===== src/rtl/alu_arb_pkg.sv =====
// Shared widths, opcode encoding and default latency for the ALU arbiter slice.
package alu_arb_pkg;

    localparam int DATA_W          = 16;
    localparam int OP_W            = 3;
    localparam int ALU_LAT_DEFAULT = 2;

    typedef enum logic [OP_W-1:0] {
        OP_ADD = 3'd0,
        OP_SUB = 3'd1,
        OP_AND = 3'd2,
        OP_OR  = 3'd3,
        OP_XOR = 3'd4,
        OP_SHL = 3'd5,
        OP_SHR = 3'd6
    } alu_op_e;

endpackage


===== src/rtl/rr_arbiter.sv =====
// Combinational round-robin picker: search starts one past last_id and wraps.
module rr_arbiter #(
    parameter  int NUM_REQ = 4,
    localparam int ID_W    = $clog2(NUM_REQ)
) (
    input  logic [NUM_REQ-1:0] req,
    input  logic [ID_W-1:0]    last_id,
    output logic [NUM_REQ-1:0] grant,
    output logic [ID_W-1:0]    grant_id
);

    logic            found;
    logic [ID_W-1:0] idx;

    // Walk requesters in priority order last_id+1 .. last_id; first active one wins.
    always_comb begin
        // NOTE: every variable gets a default before the loop so no path leaves it unassigned (no latch).
        grant    = '0;
        grant_id = '0;
        found    = 1'b0;
        idx      = '0;
        for (int k = 1; k <= NUM_REQ; k++) begin
            // NUM_REQ is a power of two, so ID_W-bit addition wraps modulo NUM_REQ.
            idx = last_id + ID_W'(k);
            if (!found && req[idx]) begin
                found      = 1'b1;
                grant[idx] = 1'b1;
                grant_id   = idx;
            end
        end
    end

endmodule


===== src/rtl/alu_arbiter.sv =====
// Shares one pipelined ALU among NUM_REQ requesters and routes results back by tag.
module alu_arbiter
    import alu_arb_pkg::*;
#(
    parameter  int NUM_REQ = 4,
    parameter  int ALU_LAT = ALU_LAT_DEFAULT,
    localparam int ID_W    = $clog2(NUM_REQ)
) (
    input  logic                      clk,
    input  logic                      rst_n,
    input  logic                      enable,
    input  logic [NUM_REQ-1:0]        req_valid,
    output logic [NUM_REQ-1:0]        req_ready,
    input  logic [OP_W*NUM_REQ-1:0]   req_op,
    input  logic [DATA_W*NUM_REQ-1:0] req_a,
    input  logic [DATA_W*NUM_REQ-1:0] req_b,
    output logic                      alu_valid_in,
    output logic [OP_W-1:0]           alu_op,
    output logic [DATA_W-1:0]         alu_a,
    output logic [DATA_W-1:0]         alu_b,
    input  logic                      alu_valid_out,
    input  logic [DATA_W-1:0]         alu_result,
    input  logic                      alu_overflow,
    output logic                      rsp_valid,
    output logic [ID_W-1:0]           rsp_id,
    output logic [DATA_W-1:0]         rsp_result,
    output logic                      rsp_overflow,
    output logic                      busy,
    output logic [15:0]               grant_cnt,
    output logic                      err
);

    logic [NUM_REQ-1:0] arb_req;
    logic [NUM_REQ-1:0] grant;
    logic [ID_W-1:0]    grant_id;
    logic [ID_W-1:0]    last_id;
    logic               handshake;
    logic [ALU_LAT-1:0] tag_valid;
    logic [ID_W-1:0]    tag_id [ALU_LAT];

    // Gating with rst_n keeps ready/issue low while reset is held, not just after it.
    assign arb_req = (enable && rst_n) ? req_valid : '0;

    rr_arbiter #(.NUM_REQ(NUM_REQ)) u_rr (
        .req      (arb_req),
        .last_id  (last_id),
        .grant    (grant),
        .grant_id (grant_id)
    );

    // A grant is only ever given to a valid requester, so any grant is a handshake.
    assign req_ready    = grant;
    assign handshake    = |grant;
    assign alu_valid_in = handshake;

    // Steer the granted requester's opcode and operands onto the ALU; zero when idle.
    always_comb begin
        alu_op = '0;
        alu_a  = '0;
        alu_b  = '0;
        for (int i = 0; i < NUM_REQ; i++) begin
            if (grant[i]) begin
                alu_op = req_op[i*OP_W +: OP_W];
                alu_a  = req_a[i*DATA_W +: DATA_W];
                alu_b  = req_b[i*DATA_W +: DATA_W];
            end
        end
    end

    // Round-robin pointer and grant counter advance only on a handshake.
    always_ff @(posedge clk or negedge rst_n) begin
        if (!rst_n) begin
            // NOTE: state registers use non-blocking assignment so every flop samples pre-edge values.
            last_id   <= ID_W'(NUM_REQ - 1);
            grant_cnt <= '0;
        end else if (handshake) begin
            last_id   <= grant_id;
            grant_cnt <= grant_cnt + 16'd1;
        end
    end

    // Valid half of the tag pipeline: cleared on reset so in-flight ops never respond.
    always_ff @(posedge clk or negedge rst_n) begin
        if (!rst_n) begin
            tag_valid <= '0;
        end else begin
            tag_valid[0] <= handshake;
            for (int k = 1; k < ALU_LAT; k++) tag_valid[k] <= tag_valid[k-1];
        end
    end

    // Id half of the tag pipeline: travels alongside the valid bits.
    always_ff @(posedge clk) begin
        // NOTE: ids are only observed when their valid bit is set, so this array needs no reset.
        tag_id[0] <= grant_id;
        for (int k = 1; k < ALU_LAT; k++) tag_id[k] <= tag_id[k-1];
    end

    assign rsp_valid    = tag_valid[ALU_LAT-1];
    assign rsp_id       = rsp_valid ? tag_id[ALU_LAT-1] : '0;
    assign rsp_result   = rsp_valid ? alu_result : '0;
    assign rsp_overflow = rsp_valid & alu_overflow;
    assign busy         = |tag_valid;

    // Sticky flag: the ALU's own valid must agree with the expected tag every cycle.
    always_ff @(posedge clk or negedge rst_n) begin
        if (!rst_n) begin
            err <= 1'b0;
        end else if (rsp_valid != alu_valid_out) begin
            err <= 1'b1;
        end
    end

endmodule


===== config.mk =====
export PLATFORM = sky130hd
export DESIGN_NAME = alu_arbiter
export DESIGN_NICKNAME = d
export VERILOG_FILES = /design/src/rtl/alu_arb_pkg.sv /design/src/rtl/rr_arbiter.sv /design/src/rtl/alu_arbiter.sv
export SDC_FILE = /design/constraint.sdc
export NUM_CORES = 1
export LEC_CHECK = 0
export ABC_CLOCK_PERIOD_IN_PS = 8970
export CORE_MARGIN = 2
export CORE_UTILIZATION = 30
export DETAILED_ROUTE_END_ITERATION = 7
export PLACE_DENSITY = 0.76
export SLEW_MARGIN = 20
export SYNTH_ARGS = -nofsm -noshare
export SYNTH_HDL_FRONTEND = slang
export SYNTH_SLANG_ARGS = --single-unit

===== constraint.sdc =====
create_clock -name clk -period 8.97 [get_ports clk]
set_clock_uncertainty 0.1 [all_clocks]
set_input_delay 0.897 -clock clk [delete_from_list [all_inputs] [get_ports clk]]
set_output_delay 0.897 -clock clk [all_outputs]
set_load 0.005 [all_outputs]

==> results of run 1 <==
## power breakdown
group	internal (mW)	switching [mW]	total (mW)
Combinational	0.426	0.328	0.754
Sequential	0.140	0.0399	0.180
Clock	0.0317	0.0322	0.0639
Total	0.598	0.400	0.998
## per-layer routing
layer	GRT usage	vias to the layer above	wire length (microns)
met5	0	-	0
met4	0.0374	0	141
met3	0.0276	10	827
met2	0.410	127	6720
met1	0.265	1707	4830
li1	-	1714	-
## synth_stat cells, types with 2 or more instances
library cell,instances
o21ai_0,48
nand2_1,45
o21ai_1,31
a221oi_2,30
and2_1,21
dfrtp_1,19
xnor2_1,15
nand3_1,13
clkbuf_1,12
nand4_1,12
buf_6,10
buf_2,9
ha_1,9
and3_1,7
a221oi_1,6
dfxtp_1,4
mux2i_1,4
nand3b_1,4
a21oi_1,3
and4_1,3
mux2_2,3
or2_2,3
a2111oi_4,2
buf_4,2
dfstp_2,2
inv_1,2
nand2b_1,2
nor2_1,2
o211ai_1,2
or3b_2,2
## sequential cells by signal, indices dropped and copies added (netlist names)
register and flops:
last_id 2, tag_valid 2, grant_cnt 16, err 1
tag_id 4
## metrics by stage
step / area (sq um) / instances / worst slack [ps]
after global placement: 5270 / 685 / 3440
after detailed placement: 5270 / 685 / 3290
after CTS: 5310 / 689 / 3000
final: 5310 / 689 / 3050
after global routing: 5310 / 689 / 2590
after floorplan: 2860 / 342 / 4770
## worst max-delay path: stages (launching register included)
cell	delay (ps)
dfstp_2	770
clkinv_1	340
ha_1	490
or3b_1	440
a2111oi_4	430
o21ai_0	120
nand4_1	110
buf_4	520
nor2b_4	180
buf_4	310
a221oi_1	320
o21ai_0	150
clkdlybuf4s50_1	460
## how the worst max path moves through the flow
stage / start / end / slack (ps)
3_5_place_dp: last_id[0]$_DFFE_PN1P_ / alu_op[2] / 3290
4_1_cts: last_id[0]$_DFFE_PN1P_ / alu_op[2] / 3000
2_1_floorplan: last_id[0]$_DFFE_PN1P_ / alu_a[0] / 4770
6_report: last_id[0]$_DFFE_PN1P_ / alu_op[2] / 3050
3_3_place_gp: last_id[0]$_DFFE_PN1P_ / alu_op[2] / 3440
5_1_grt: last_id[0]$_DFFE_PN1P_ / alu_op[2] / 2590
## area by class of cell
| cell class | count | area (sq um) |
|---|---|---|
| fill | 824 | 3930 |
| timing repair buffer | 247 | 2460 |
| multi-input combinational | 279 | 2010 |
| sequential | 25 | 608 |
| tap | 129 | 161 |
| clock buffer | 4 | 45.0 |
| inverter | 5 | 26.3 |
## cell families after synthesis
group | Yosys count
simple gates | 121
fa+ha+maj | 9
mux | 7
xor+xnor | 16
flops | 25
compound gates | 126
buf+inv | 38
==> impl_metrics.py, run 1 <==
metrics = {
    "finish": {
        "area_growth_pct": 86.0,
        "drive_gt1_frac": 0.102,
        "layout.cells.most_common": "clkdlybuf4s50_1",
        "finalNetCount": 735,
        "antenna_cells": 0,
        "utilization": 0.575,
        "layout_common_cells": "242 x clkdlybuf4s50_1, 48 x o21ai_0, 45 x nand2_1",
    },
    "clock_network": {
        "clkLatencyLatePin_ps": 260,
        "number_of_resized_instances_in_the_post_cts_repair_step": 0,
        "tritoncts.num_buffers": 3,
        "clock_tree_from_tritoncts": "built",
        "clock-sinks": 25,
        "cts.repair_timing.setup_buffer_count": 0,
        "htree_num_levels": 1,
        "cts_hold_buf": 0,
        "clkTransAtPathRegs_ps": 80,
        "ctsRootBufferMaster": "clkbuf_8",
        "max-clock-path-buffers": 2,
    },
    "worst_setup_path": {
        "worst_ep_required_time_ps": 7970,
        "launching_element_type_of_the_critical_path": "register",
        "timing.setup.critical_path_class": "reg -> out",
        "end_kind": "output port",
        "ff2ff_path_depth": 9,
        "timing.critical_path.arrival_ps": 4920,
        "worst-r2r-setup-slack_ps": 4750,
        "worstReg2RegEnd": "grant_cnt[1]$_DFFE_PN0P_",
        "crit_path_max_fanout": 38,
        "reg2reg_from": "last_id[0]$_DFFE_PN1P_",
    },
    "sta": {
        "maxClockFrequency_mhz": 169,
        "max-slew-margin-rel": 0.574,
        "fin_worst_hold_slack_ps": 232,
        "hold_viol": 0,
        "timing.final.crit_share": 0.660,
        "aggregate_negative_setup_slack_ps": 0,
        "setup_repair_after_global_routing_missed_its_margin": "false",
        "final_period_minus_worst_setup_slack_ps": 5920,
        "finalMaxSlewViolations": 0,
        "worst_margin_pin_slew_ps": 639,
        "setup_viol_count_final": 0,
    },
    "logic_synthesis": {
        "warnings_synthesis": 0,
        "synth-edff-count": 0,
        "synth_cell_type_count": 45,
        "synth_async_sr_flop_share": 0.840,
        "synth_xor_area_frac": 0.0491,
        "synth_top_family_by_area": "compound AO/OA/AOI/OAI gates",
        "syn-num-nets": 516,
        "register_bit_count_reported_by_yosys": 25,
        "synth_compound_area_frac": 0.358,
        "yosysTopAreaCellShare": 0.167,
        "post_synth_mux_area_share": 0.0259,
        "synth_sequential_area_ratio": 0.213,
        "synth_simple_gate_area_frac": 0.230,
        "syn-cell-area_sq_mm": 0.00286,
        "post_synth_fa_ha_maj_area_fraction": 0.0394,
        "synth_top_cells_by_area": "dfrtp_1 17%, a221oi_2 16%, o21ai_0 8.4%, nand2_1 5.9%, o21ai_1 5.4%",
        "postSynthCellCount": 342,
        "synth_flop_type": "dfrtp_1",
        "mean_instance_size_in_the_synthesized_netlist_sq_um": 8.35,
        "netlist.top_cell.by_area": "dfrtp_1",
    },
    "floorplanning": {
        "die_width_microns": 102,
        "std_cell_rows": 35,
        "initial_core_util": 0.309,
        "core_region_area_sq_mm": 0.00924,
        "dieArea_sq_mm": 0.0103,
        "die-height_microns": 102,
        "design.portCount": 243,
    },
    "power": {
        "vdd.ir_drop.worst_v": 0.0000926,
        "cellPowerDensity_mw_per_mm2": 188,
        "fin_total_pwr_uw": 998,
        "power.leakage_nw": 1.89,
    },
    "grt": {
        "global_route_wire_length_before_repair_microns": 17800,
        "grt_remaining_overflow": 0,
        "grt_start_max_net_pins": 39,
        "first_global_vias": 3390,
        "gr-usage-all-layers": 0.218,
        "antenna_found_initial": 0,
    },
    "drt": {
        "drc": 0,
        "vias": 3558,
        "firstDrtPassIters": 4,
        "drt-vias-per-instance": 5.16,
        "total_wirelength_of_the_detailed_routed_design_microns": 12500,
        "avgRoutedWirePerCell_microns": 18.2,
        "final_antenna_net_count": 0,
        "drt-initial-drc-count": 84,
    },
    "outcome": {
        "run_status": "finished clean",
    },
    "placement": {
        "routabilityCongestion": 0.877,
        "port_buffers": 242,
        "detailedPlacementHpwl_microns": 9850,
    },
    "min_path": {
        "hold_path_end": "tag_id[0][3]$_DFF_P_",
        "min-delay-path-class": "reg -> reg",
        "min-delay-start": "tag_id[0][1]$_DFF_P_",
        "worstHoldPathCells": 0,
    },
    "job": {
        "max_cap_violations": 0,
    },
}
(Power assumes the default switching activity.)
==> run 2, diff against run 1 <==
--- a/config.mk
+++ b/config.mk
@@ -5,11 +5,11 @@
 export SDC_FILE = /design/constraint.sdc
 export NUM_CORES = 1
 export LEC_CHECK = 0
-export ABC_CLOCK_PERIOD_IN_PS = 8970
+export ABC_CLOCK_PERIOD_IN_PS = 5400
 export CORE_MARGIN = 2
 export CORE_UTILIZATION = 30
 export DETAILED_ROUTE_END_ITERATION = 7
-export PLACE_DENSITY = 0.76
+export PLACE_DENSITY = 0.79
 export SLEW_MARGIN = 20
 export SYNTH_ARGS = -nofsm -noshare
 export SYNTH_HDL_FRONTEND = slang
==> constraint.sdc (replaced) <==
create_clock -name clk -period 5.4 [get_ports clk]
set_clock_uncertainty 0.1 [all_clocks]
set_input_delay 0.54 -clock clk [delete_from_list [all_inputs] [get_ports clk]]
set_output_delay 0.54 -clock clk [all_outputs]
set_load 0.005 [all_outputs]
==> impl_metrics.py, run 2 (synthesized netlist as in run 1, its figures left out) <==
metrics = {
    "placement": {
        "detailedPlacementHpwl_microns": 10100,
        "port_buffers": 242,
        "placedInstanceArea_sq_mm": 0.00529,
        "post-place-ws_ps": 436,
        "routabilityCongestion": 0.841,
    },
    "clock_network": {
        "htree_num_levels": 1,
        "max-clock-path-buffers": 2,
        "clkLatencyLatePin_ps": 260,
        "clock_tree_from_tritoncts": "built",
        "clkTransAtPathRegs_ps": 80,
        "ctsRootBufferMaster": "clkbuf_8",
        "tritoncts.num_buffers": 3,
        "cts_hold_buf": 0,
        "clock-sinks": 25,
    },
    "outcome": {
        "run_status": "finished clean",
    },
    "worst_setup_path": {
        "crit_path_max_fanout": 17,
        "end_kind": "output port",
        "timing.critical_path.arrival_ps": 4470,
        "timing.setup.critical_path_class": "reg -> out",
        "worst_ep_required_time_ps": 4760,
        "launching_element_type_of_the_critical_path": "register",
    },
    "drt": {
        "avgRoutedWirePerCell_microns": 18.3,
        "drt-initial-drc-count": 130,
        "highest-signal-layer": "met4",
        "firstDrtPassIters": 4,
        "vias": 3576,
        "drt-vias-per-instance": 5.12,
        "met3RoutedLength_microns": 927,
        "final_antenna_net_count": 0,
        "drc": 0,
        "total_wirelength_of_the_detailed_routed_design_microns": 12800,
        "detailroute.wirelength.met2_microns": 6770,
        "drt-met1-wl_microns": 4900,
    },
    "finish": {
        "max_flop_register": "grant_cnt",
        "drive_gt1_frac": 0.121,
        "largest_reg_flops": 16,
        "area_growth_pct": 89.3,
        "antenna_cells": 0,
        "fill_cells": 816,
        "layout_common_cells": "242 x clkdlybuf4s50_1, 48 x o21ai_0, 45 x nand2_1",
        "layout.cells.most_common": "clkdlybuf4s50_1",
        "utilization": 0.585,
        "final_cell_area_sq_mm": 0.00540,
        "finalNetCount": 745,
        "reg.largest.list": "grant_cnt x16, tag_id x4",
    },
    "floorplanning": {
        "design.portCount": 243,
        "dieArea_sq_mm": 0.0103,
        "die-height_microns": 102,
        "die_width_microns": 102,
        "core_region_area_sq_mm": 0.00924,
        "std_cell_rows": 35,
        "initial_core_util": 0.309,
    },
    "grt": {
        "first_global_vias": 3389,
        "global_route_wire_length_before_repair_microns": 18300,
        "antenna_found_initial": 0,
        "grt_remaining_overflow": 0,
        "grt_start_max_net_pins": 38,
        "gr-usage-all-layers": 0.224,
    },
    "sta": {
        "finalMaxSlewViolations": 0,
        "final_period_minus_worst_setup_slack_ps": 5110,
        "worst_margin_pin_slew_ps": 554,
        "hold_viol": 0,
        "max-slew-margin-rel": 0.631,
        "maxClockFrequency_mhz": 196,
        "setup_viol_count_final": 0,
        "finalWorstSetupSlack_ps": 291,
        "setup_repair_after_global_routing_missed_its_margin": "false",
        "timing.final.crit_share": 0.946,
        "aggregate_negative_setup_slack_ps": 0,
    },
    "power": {
        "power.leakage_nw": 1.95,
        "fin_total_pwr_mw": 1.68,
        "cellPowerDensity_mw_per_mm2": 310,
        "vdd.ir_drop.worst_v": 0.000136,
    },
    "min_path": {
        "min-delay-path-class": "reg -> reg",
    },
    "job": {
        "max_cap_violations": 0,
    },
}
[run 2: cell count changes in the layout (fill, tap and decap cells not counted), sizes merged]
cell and change:
clkbuf -1, buf +10, clkinvlp +1
[run 2: path summary, 6_finish.rpt]
check	endpoint	slack (ps)	cells after the start	start
max reg2reg	grant_cnt[1]$_DFFE_PN0P_	1250	9	last_id[0]$_DFFE_PN1P_
min reg2reg	tag_id[0][2]$_DFF_P_	230	0	tag_id[0][0]$_DFF_P_
max in group asynchronous	grant_cnt[13]$_DFFE_PN0P_	4200	2	rst_n
min in group asynchronous	last_id[1]$_DFFE_PN1P_	700	1	rst_n
min	tag_id[0][2]$_DFF_P_	230	0	tag_id[0][0]$_DFF_P_
max	alu_b[1]	290	11	last_id[0]$_DFFE_PN1P_
[run 2: through the flow]
step / hold slack (ps) / std cells
global route: 248 / 699
finish: 228 / 699
CTS: 235 / 691
detailed placement: 217 / 687
floorplan: 144 / 342
global placement: 215 / 687
[run 2: final cells by class]
type / instances / area (sq um) / area share
Multi-Input combinational cell: 279 / 2010 / 0.372
Clock inverter: 1 / 5.00 / 0.000926
Sequential cell: 25 / 608 / 0.113
Clock buffer: 3 / 41.3 / 0.00764
Inverter: 5 / 30.0 / 0.00556
Timing Repair Buffer: 257 / 2550 / 0.471
Tap cell: 129 / 161 / 0.0299
[run 2: metal layers]
layer	vias to the layer above	global-route usage
met4	0	0.0437
met2	145	0.409
met3	18	0.0462
met5	-	0
li1	1733	-
met1	1680	0.272
[run 2: power breakdown]
| part | leakage [nW] | total [mW] | switching (mW) | internal (mW) |
|---|---|---|---|---|
| logic | 1.62 | 1.27 | 0.548 | 0.723 |
| clock network | 0.0255 | 0.107 | 0.0555 | 0.0515 |
| registers | 0.303 | 0.299 | 0.0662 | 0.233 |
| total | 1.95 | 1.68 | 0.669 | 1.01 |
[run 2: timing repair]
| action | CTS | global route |
|---|---|---|
| buffers inserted | 0 | 8 |
| gates resized for setup | 0 | 1 |
| endpoints found under the setup margin | 0 | 20 |
[run 2: critical path: stages, from the launching register on]
cell	delay, ps
dfstp_2	780
clkinvlp_4	310
ha_1	460
or3b_4	420
a2111oi_4	420
o21ai_0	150
nand4_1	160
nor2b_4	410
buf_12	220
a221oi_1	80
o21ai_0	230
clkdlybuf4s50_1	550
==> run 3, diff against run 2 <==
--- a/config.mk
+++ b/config.mk
@@ -5,11 +5,12 @@
 export SDC_FILE = /design/constraint.sdc
 export NUM_CORES = 1
 export LEC_CHECK = 0
+export ABC_AREA = 1
 export ABC_CLOCK_PERIOD_IN_PS = 5400
 export CORE_MARGIN = 2
 export CORE_UTILIZATION = 30
 export DETAILED_ROUTE_END_ITERATION = 7
-export PLACE_DENSITY = 0.79
+export PLACE_DENSITY = 0.76
 export SLEW_MARGIN = 20
 export SYNTH_ARGS = -nofsm -noshare
 export SYNTH_HDL_FRONTEND = slang
==> impl_metrics.py, run 3 <==
metrics = {
    "outcome": {
        "run_status": "finished clean",
    },
    "sta": {
        "finalMaxSlewViolations": 0,
        "worst_margin_pin_slew_ps": 626,
        "setup_repair_after_global_routing_missed_its_margin": "false",
        "hold_viol": 0,
        "aggregate_negative_setup_slack_ps": 0,
        "fin_worst_hold_slack_ps": 241,
        "final_period_minus_worst_setup_slack_ps": 4470,
        "timing.final.crit_share": 0.828,
        "setup_viol_count_final": 0,
        "max-slew-margin-rel": 0.579,
        "maxClockFrequency_mhz": 224,
    },
    "power": {
        "cellPowerDensity_mw_per_mm2": 783,
        "power.leakage_nw": 2.77,
        "power.share.switching": 0.512,
        "vdd.ir_drop.worst_v": 0.000387,
        "pwr-share-seq": 0.078,
        "clock_power_share": 0.026,
        "power_frac_comb": 0.897,
        "net-switching-power_mw": 2.29,
        "p_int_mw": 2.18,
    },
    "clock_network": {
        "htree_num_levels": 1,
        "clkLatencyLatePin_ps": 270,
        "clock_tree_from_tritoncts": "built",
        "tritoncts.num_buffers": 3,
        "clkTransAtPathRegs_ps": 90,
        "ctsRootBufferMaster": "clkbuf_8",
        "cts_hold_buf": 0,
        "number_of_resized_instances_in_the_post_cts_repair_step": 0,
        "max-clock-path-buffers": 2,
        "clock-sinks": 25,
        "cts.repair_timing.setup_buffer_count": 0,
    },
    "drt": {
        "avgRoutedWirePerCell_microns": 14.6,
        "drt-initial-drc-count": 241,
        "drc": 0,
        "drt-vias-per-instance": 4.75,
        "final_antenna_net_count": 0,
        "total_wirelength_of_the_detailed_routed_design_microns": 13400,
        "firstDrtPassIters": 4,
        "vias": 4347,
    },
    "logic_synthesis": {
        "yosysTopAreaCellShare": 0.259,
        "synth_sequential_area_ratio": 0.189,
        "synth_async_sr_flop_share": 0.840,
        "postSynthCellCount": 558,
        "netlist.top_cell.by_area": "nand2_1",
        "synth-edff-count": 0,
        "syn-cell-area_sq_mm": 0.00322,
        "synth_cell_type_count": 33,
        "yosys-top-cells-count": "222 x nand2_1, 72 x inv_1, 71 x a21oi_1, 57 x nand3_1, 20 x buf_2",
        "warnings_synthesis": 0,
        "syn-num-nets": 732,
        "mean_instance_size_in_the_synthesized_netlist_sq_um": 5.76,
        "synth_top_cells_by_area": "nand2_1 26%, dfrtp_1 15%, a21oi_1 11%, nand3_1 8.9%, inv_1 8.4%",
        "register_bit_count_reported_by_yosys": 25,
        "most_repeated_cell_in_the_gate_level_netlist_after_synthesis": "nand2_1",
        "synth_flop_type": "dfrtp_1",
    },
    "finish": {
        "drive_gt1_frac": 0.0513,
        "reg.largest.list": "grant_cnt x16, tag_id x4",
        "max_flop_register": "grant_cnt",
        "layoutNonFillerInstCount": 915,
        "final_cell_area_sq_mm": 0.00571,
        "area_growth_pct": 77.5,
        "antenna_cells": 0,
        "layout_common_cells": "242 x clkdlybuf4s50_1, 222 x nand2_1, 72 x inv_1",
        "utilization": 0.550,
        "fill_cells": 973,
        "finalNetCount": 954,
        "layout.cells.most_common": "clkdlybuf4s50_1",
        "largest_reg_flops": 16,
    },
    "job": {
        "max_cap_violations": 0,
    },
    "floorplanning": {
        "die-height_microns": 108,
        "die_width_microns": 108,
        "design.portCount": 243,
        "initial_core_util": 0.310,
        "core_region_area_sq_mm": 0.0104,
        "dieArea_sq_mm": 0.0116,
        "std_cell_rows": 37,
    },
    "grt": {
        "gr-usage-all-layers": 0.214,
        "antenna_found_initial": 1,
        "grt_start_max_net_pins": 42,
        "global_route_wire_length_before_repair_microns": 20300,
        "first_global_vias": 4015,
        "grt_remaining_overflow": 0,
    },
    "placement": {
        "routabilityCongestion": 0.955,
        "placedInstanceArea_sq_mm": 0.00566,
        "port_buffers": 242,
        "detailedPlacementHpwl_microns": 10500,
        "dpl.cell_count": 911,
    },
    "worst_setup_path": {
        "crit_path_max_fanout": 40,
        "timing.critical_path.arrival_ps": 3830,
        "timing.critical_path.buf_inv": 5,
        "crit_top_cell": "nand2_1",
        "end_kind": "output port",
        "timing.critical_path.slowest_stage_cell": "dfstp_2",
        "timing.setup.critical_path_class": "reg -> out",
        "worst_ep_required_time_ps": 4760,
        "launching_element_type_of_the_critical_path": "register",
        "crit_path_cell_trace": "inv_2 -> ha_1 -> inv_1 -> nand3_2 -> nand2_4 -> nor3_4 -> nand2_1 -> nand3b_1 -> buf_4 -> buf_4 -> a21oi_1 -> nand2_1 -> nand2_1 -> nand2_1 -> clkdlybuf4s50_1",
        "cp_top_family": "buffers and inverters",
        "critPathMaxStageDelay_ps": 680,
    },
    "min_path": {
        "min-delay-path-class": "reg -> reg",
    },
}
run 3: changes by cell type in the layout (fill, tap and decap cells not counted), moves of 7 or more:
cell      change
buf_4         -8
and2_1       -21
xor2_1       +13
o21ai_2      +12
inv_1        +70
a21oi_1      +68
nand3_1      +44
o21ai_0      -47
nand2_1     +177
o21ai_1      -31
a221oi_2     -30
and3_1        -7
xnor2_1      -15
run 3: path summary, 6_finish.rpt:
kind	from	end	slack (ps)	depth (start not counted)
max	last_id[0]$_DFFE_PN1P_	alu_a[0]	930	15
min	tag_id[0][0]$_DFF_P_	tag_id[0][2]$_DFF_P_	240	0
max reg2reg	last_id[0]$_DFFE_PN1P_	grant_cnt[8]$_DFFE_PN0P_	2080	13
min reg2reg	tag_id[0][0]$_DFF_P_	tag_id[0][2]$_DFF_P_	240	0
max in group asynchronous	rst_n	last_id[0]$_DFFE_PN1P_	4250	2
min in group asynchronous	rst_n	grant_cnt[0]$_DFFE_PN0P_	680	2
run 3: final cells by class:
class                      instances  area, sq um  area share
clock inverter                     1         7.51     0.00132
multi-input combinational        426         2120       0.372
timing repair buffer             248         2470       0.432
clock buffer                       3         41.3     0.00723
sequential                        25          608       0.107
tap                              136          170      0.0298
inverter                          76          290      0.0509
run 3: cells by family (layout without fill, tap and decap cells):
| group | count (synthesis) | count (layout) | share of synthesized area |
|---|---|---|---|
| xor+xnor | 14 | 14 | 0.0381 |
| compound gates | 86 | 86 | 0.150 |
| fa+ha+maj | 9 | 9 | 0.0350 |
| flops | 25 | 25 | 0.189 |
| simple gates | 317 | 317 | 0.437 |
| buf+inv | 107 | 328 | 0.151 |
run 3: layer usage:
metal | up-vias | track usage | wire length (microns)
met2 | 174 | 0.388 | 6730
li1 | 2202 | - | -
met5 | - | 0 | 13
met4 | 2 | 0.0650 | 401
met1 | 1934 | 0.255 | 5140
met3 | 35 | 0.0412 | 1090
run 3: power by group through the flow:
stage                     registers, mW  clock network, mW  logic, mW
after floorplan                   0.321                  0       2.43
after global placement            0.348                  0       3.97
after detailed placement          0.352                  0       4.00
after CTS                         0.349              0.120       4.02
after global routing              0.361              0.127       4.44
final                             0.348              0.114       4.01
run 3: through the flow:
step                      power (mW)  setup slack [ps]
final                           4.47               930
after global routing            4.93               632
after CTS                       4.49               938
after detailed placement        4.35              1140
after global placement          4.32              1230
after floorplan                 2.75              2490
